## config.mk

```make
export PLATFORM = sky130hd
export DESIGN_NAME = subservient_periph_bus
export DESIGN_NICKNAME = d
export VERILOG_FILES = /design/src/rtl/subservient_bus_pkg.sv /design/src/rtl/subservient_bus_timeout.sv /design/src/rtl/subservient_periph_bus.sv
export SDC_FILE = /design/constraint.sdc
export NUM_CORES = 1
export LEC_CHECK = 0
export CORE_MARGIN = 1.5
export CORE_UTILIZATION = 28
export DETAILED_ROUTE_END_ITERATION = 10
export PLACE_DENSITY_LB_ADDON = 0.25
export SYNTH_ARGS = -nofsm -noshare
export SYNTH_HDL_FRONTEND = slang
export SYNTH_HIERARCHICAL = 1
export SYNTH_SLANG_ARGS = --single-unit
```

## constraint.sdc

```tcl
create_clock -name i_clk -period 2.6 [get_ports i_clk]
set_clock_uncertainty 0.05 [all_clocks]
set_input_delay 0.39 -clock i_clk [delete_from_list [all_inputs] [get_ports i_clk]]
set_output_delay 0.39 -clock i_clk [all_outputs]
set_load 0.01 [all_outputs]
```

## src/rtl/subservient_bus_pkg.sv

```systemverilog
// Shared types and constants for the subservient peripheral bus.
// Holds the bus FSM states, the read data returned on errors and the reserved memory region.
package subservient_bus_pkg;

  typedef enum logic [1:0] {
    IDLE   = 2'd0,
    ACTIVE = 2'd1,
    RESP   = 2'd2
  } bus_state_e;

  localparam logic [31:0] ERR_RDT    = 32'h0;
  localparam int          MEM_REGION = 0;

endpackage

```

## src/rtl/subservient_bus_timeout.sv

```systemverilog
// Saturating wait counter for slave acknowledges.
// Asserts expired once TIMEOUT-1 cycles have been counted since the last clear.
module subservient_bus_timeout #(
  parameter int TIMEOUT = 255
) (
  input  logic i_clk,
  input  logic i_rst,
  input  logic clear,
  input  logic enable,
  output logic expired
);

  localparam int              CNT_W = $clog2(TIMEOUT + 1);
  localparam logic [CNT_W-1:0] LAST = CNT_W'(TIMEOUT - 1);

  logic [CNT_W-1:0] cnt_q, cnt_d;

  assign expired = (cnt_q == LAST);

  // NOTE: give every always_comb output a default first so no path leaves it unassigned (a latch).
  always_comb begin
    cnt_d = cnt_q;
    if (clear) begin
      cnt_d = '0;
    end else if (enable && !expired) begin
      cnt_d = cnt_q + CNT_W'(1);
    end
  end

  // NOTE: flops take non-blocking assignments so every register samples pre-edge values.
  always_ff @(posedge i_clk or posedge i_rst) begin
    if (i_rst) begin
      cnt_q <= '0;
    end else begin
      cnt_q <= cnt_d;
    end
  end

endmodule

```

## src/rtl/subservient_periph_bus.sv

```systemverilog
// Wishbone-style peripheral interconnect: decodes the top address bits to a slave,
// waits for its ack with a timeout, and reports unmapped or timed-out accesses as errors.
module subservient_periph_bus
  import subservient_bus_pkg::*;
#(
  parameter int NUM_SLAVES  = 3,
  parameter int REGION_BITS = 2,
  parameter int TIMEOUT     = 255
) (
  input  logic                     i_clk,
  input  logic                     i_rst,
  input  logic [31:0]              i_wb_adr,
  input  logic [31:0]              i_wb_dat,
  input  logic [3:0]               i_wb_sel,
  input  logic                     i_wb_we,
  input  logic                     i_wb_stb,
  output logic [31:0]              o_wb_rdt,
  output logic                     o_wb_ack,
  output logic                     o_wb_err,
  output logic [31:0]              o_s_adr,
  output logic [31:0]              o_s_dat,
  output logic [3:0]               o_s_sel,
  output logic                     o_s_we,
  output logic [NUM_SLAVES-1:0]    o_s_stb,
  input  logic [32*NUM_SLAVES-1:0] i_s_rdt,
  input  logic [NUM_SLAVES-1:0]    i_s_ack,
  output logic [31:0]              o_err_adr,
  output logic                     o_err_irq
);

  localparam int                     SEL_W    = (NUM_SLAVES > 1) ? $clog2(NUM_SLAVES) : 1;
  localparam logic [REGION_BITS-1:0] MEM_RGN  = REGION_BITS'(MEM_REGION);
  localparam logic [REGION_BITS-1:0] LAST_RGN = REGION_BITS'(NUM_SLAVES);

  bus_state_e             state_q, state_d;
  logic [SEL_W-1:0]       sel_q, sel_d;
  logic [31:0]            rdt_q, rdt_d;
  logic [31:0]            err_adr_q, err_adr_d;
  logic                   err_q, err_d;

  logic [REGION_BITS-1:0] region, region_idx;
  logic                   mapped;
  logic                   sel_ack;
  logic                   expired;
  logic [31:0]            slave_rdt [NUM_SLAVES];
  logic [31:0]            sel_rdt;

  assign o_s_adr = i_wb_adr;
  assign o_s_dat = i_wb_dat;
  assign o_s_sel = i_wb_sel;
  assign o_s_we  = i_wb_we;

  // Region 0 belongs to memory, so slave s answers to region s+1.
  assign region     = i_wb_adr[31 -: REGION_BITS];
  assign region_idx = region - REGION_BITS'(1);
  assign mapped     = (region != MEM_RGN) && (region <= LAST_RGN);

  for (genvar s = 0; s < NUM_SLAVES; s++) begin : g_rdt
    assign slave_rdt[s] = i_s_rdt[32*s +: 32];
  end

  assign sel_rdt = slave_rdt[sel_q];
  assign sel_ack = i_s_ack[sel_q];

  subservient_bus_timeout #(
    .TIMEOUT (TIMEOUT)
  ) u_timeout (
    .i_clk   (i_clk),
    .i_rst   (i_rst),
    .clear   (state_q != ACTIVE),
    .enable  ((state_q == ACTIVE) && !sel_ack),
    .expired (expired)
  );

  always_ff @(posedge i_clk or posedge i_rst) begin
    if (i_rst) begin
      state_q   <= IDLE;
      sel_q     <= '0;
      rdt_q     <= ERR_RDT;
      err_q     <= 1'b0;
      err_adr_q <= 32'h0;
    end else begin
      state_q   <= state_d;
      sel_q     <= sel_d;
      rdt_q     <= rdt_d;
      err_q     <= err_d;
      err_adr_q <= err_adr_d;
    end
  end

  always_comb begin
    state_d   = state_q;
    sel_d     = sel_q;
    rdt_d     = rdt_q;
    err_d     = err_q;
    err_adr_d = err_adr_q;
    unique case (state_q)
      IDLE: begin
        if (i_wb_stb) begin
          if (mapped) begin
            sel_d   = SEL_W'(region_idx);
            state_d = ACTIVE;
          end else begin
            state_d   = RESP;
            err_d     = 1'b1;
            rdt_d     = ERR_RDT;
            err_adr_d = i_wb_adr;
          end
        end
      end
      ACTIVE: begin
        // A dropped strobe aborts silently; an ack beats a timeout on the same cycle.
        if (!i_wb_stb) begin
          state_d = IDLE;
        end else if (sel_ack) begin
          state_d = RESP;
          err_d   = 1'b0;
          rdt_d   = sel_rdt;
        end else if (expired) begin
          state_d   = RESP;
          err_d     = 1'b1;
          rdt_d     = ERR_RDT;
          err_adr_d = i_wb_adr;
        end
      end
      RESP:    state_d = IDLE;
      default: state_d = IDLE;
    endcase
  end

  always_comb begin
    o_s_stb = '0;
    for (int s = 0; s < NUM_SLAVES; s++) begin
      o_s_stb[s] = (state_q == ACTIVE) && (sel_q == SEL_W'(s));
    end
    o_wb_ack  = (state_q == RESP);
    o_wb_err  = o_wb_ack && err_q;
    o_err_irq = o_wb_ack && err_q;
  end

  assign o_wb_rdt  = rdt_q;
  assign o_err_adr = err_adr_q;

endmodule

```

==> results.tsv, run 1 <==
stage	metric	value	unit
status	status	finished, final reports clean	
global_route	track_usage	0.147	
placement	hpwl	9520	µm
routing	drc	0	
finish	synthToLayoutAreaGrowth	51.5	%
synth	synth_most_common_cell	dfrtp_1	
clocking	cts.clk_slew.worst_paths	0.06	ns
synth	synth_top_area_frac	0.425	
finish	final.fill_count	1466	
synth	synth-edff-count	0	
synth	syn_avg_cell_area	11.2	µm²
routing	routed_wl	12500	µm
synth	synth_area_leaders	dfrtp_1 42%, buf_4 12%, mux2_4 10%	
setup_path	crit_slowest_cell	clkdlybuf4s50_1	
setup_path	cp_cell_sequence	and2b_1, inv_1, nor3b_1, clkdlybuf4s50_1	
floorplanning	core-area	15800	µm²
floorplanning	dieWidth	130	µm
placement	port_buffers	235	
floorplanning	start_util	0.287	
synth	netlist_area	4540	µm²
routing	routed_via_density	4.56	
floorplanning	die_h	130	µm
finish	multi_input_area	1850	µm²
clocking	cts_buffers	9	
synth	ys_async_sr_fraction	1.00	
routing	drt_iter0_drc	157	
power	p_leak	2.92	nW
synth	seq_area_frac_synth	0.425	
finish	nets	742	
global_route	grt_antenna_before_repair	0	
worst_hold_path	hp-class	primary input to async pin	
synth	synth_seq_cells	77	
synth	yosysUniqueCellTypes	41	
finish	drive_above_1_share	0.124	
sta	post-route-min-period	2.43	ns
setup_path	critPathRequiredTime	2.16	ns
routing	num_vias	3591	
sta	hold_slack	0.311	ns
finish	postLayoutCoreUtil	0.434	
placement	gp_congestion	0.729	
clocking	cts.sinks	77	
floorplanning	ios	310	
setup_path	end_kind	output port	
sta	tns	0	ns
setup_path	critPathLaunchType	register	
finish	ff_latch_area	1930	µm²
global_route	grt_remaining_overflow	0	
clocking	clockRootBuffer	clkbuf_16	
power	power_density	723	nW/µm²
clocking	ctsResizeCount	0	
sta	fmax	411	MHz
synth	synthesis.nets	579	
routing	ant_nets	0	
synth	syn_inst	405	
global_route	grt_max_degree	38	
global_route	grt_pass1_wl	19000	µm
synth	synthFlopType	dfrtp_1	
sta	hold_viol	0	
sta	setup_viol	0	
clocking	cts_tree	done	
clocking	postCtsSetupBuffers	0	
sta	report.final.slew_viol_count	0	
clocking	cts.htree.levels	3	
sta	rsz0062_at_grt	no	
synth	yosys-top-cells-count	77 x dfrtp_1, 72 x buf_4, 37 x nand2_1	
sta	period_share	0.935	
floorplanning	num_rows	46	
synth	yosys_warnings	6	
sta	relSlewSlack	0.512	
setup_path	critical-path-max-stage-delay	0.57	ns
setup_path	arrival	1.99	ns
clocking	ctsHoldBuffers	0	
run	max_cap_violations	0	
synth	yosys.area.top_type	dfrtp_1	
routing	drtPass1Iterations	4	
setup_path	crit_type	register to output port	
clocking	ctsLongestPathBuffers	2	
sta	worstMarginPinSlew	0.731	ns
clocking	insertion_delay	0.34	ns
finish	antenna_cells	0	
global_route	grt_pass1_vias	3524	
power	vdd_drop_max	332	µV
setup_path	crit_fanout	6	
routing	wl_per_cell	15.9	µm
floorplanning	die_area	17000	µm²
==> logic make-up (layout without fill, tap and decap cells) <==
group                    after synthesis  in the layout  share of synthesized area
AO/OA/AOI/OAI                         84             84                      0.140
adder cells (fa/ha/maj)                3              3                    0.00827
buffers and inverters                104            271                      0.168
flip-flops                            77             77                      0.425
multiplexers                          68             68                      0.186
AND/OR/NAND/NOR                       69             69                     0.0728
==> report_power, final <==
group	internal, mW	switching (mW)	total (mW)	leakage, nW
Sequential	1.47	0.170	1.64	0.994
Clock	0.859	0.475	1.33	0.152
Combinational	1.19	0.805	2.00	1.78
==> worst paths after layout <==
path,depth (start not counted),end,startpoint,slack [ns]
max in group asynchronous,3,o_wb_rdt[24]$_DFFE_PP0P_,i_rst,1.35
setup reg to reg,9,o_err_adr[28]$_DFFE_PP0P_,u_timeout/cnt_q[0]$_DFFE_PP0P_,0.27
hold / removal,2,u_timeout/cnt_q[1]$_DFFE_PP0P_,i_rst,0.31
min in group i_clk,1,o_wb_rdt[26]$_DFFE_PP0P_,o_wb_rdt[26]$_DFFE_PP0P_,0.44
setup / recovery,4,o_s_stb[1],state_q[0]$_DFFE_PP0P_,0.17
hold reg to reg,1,o_wb_rdt[26]$_DFFE_PP0P_,o_wb_rdt[26]$_DFFE_PP0P_,0.44
==> routing by layer <==
| metal | GRT usage | part of all wire |
|---|---|---|
| met5 | 0 | 0 |
| met2 | 0.245 | 0.50 |
| met1 | 0.175 | 0.40 |
| met4 | 0.0680 | 0.019 |
| met3 | 0.0410 | 0.075 |
==> area by class of cell <==
class	count	share of cell area
repair buffers	247	0.361
flip-flops and latches	77	0.280
multi-input cells	224	0.269
well taps	216	0.0393
clock buffers	11	0.0353
clock inverters	4	0.0106
inverters	9	0.00491
==> flip-flops by register name (all words and copies together) (netlist names) <==
signal           count
err_q                1
u_timeout/cnt_q      8
sel_q                2
o_wb_rdt            32
state_q              2
o_err_adr           32
==> critical path, delay by kind of cell (launching register included) <==
family,cells,cell delay [ns]
buffers and inverters,2,0.68
and+or+nand+nor,2,0.51
DFF,1,0.46
==> stage by stage <==
step,power [mW],cell area (µm²),setup slack (ns),std cells
global placement,3.66,6560,0.184,773
floorplan,2.78,4540,0.353,405
CTS,5.06,6870,0.136,788
finish,4.97,6870,0.168,788
detailed placement,3.68,6560,0.159,773
global route,5.27,6870,0.0760,788
==> layout by cell type, fill, tap and decap left out, types with 3 or more instances in the layout <==
| master | instances |
|---|---|
| a21oi_1 | 7 |
| a22o_1 | 32 |
| and2_1 | 3 |
| and3_1 | 4 |
| buf_12 | 3 |
| buf_4 | 9 |
| clkbuf_16 | 9 |
| clkdlybuf4s50_1 | 235 |
| dfrtp_1 | 76 |
| ha_1 | 3 |
| inv_1 | 8 |
| mux2_2 | 3 |
| mux2_4 | 31 |
| mux2i_1 | 33 |
| nand2_1 | 37 |
| nand3_1 | 3 |
| nor2_1 | 6 |
| nor3_1 | 6 |
| o21ai_0 | 32 |
Power figures use the tool's default switching activity.
==> inputs of run 2 (changes only) <==
TNS_END_PERCENT = 5   (was unset)
==> results of run 2 <==
Same layout as run 1: the final DEF is identical, and so are final timing and power.
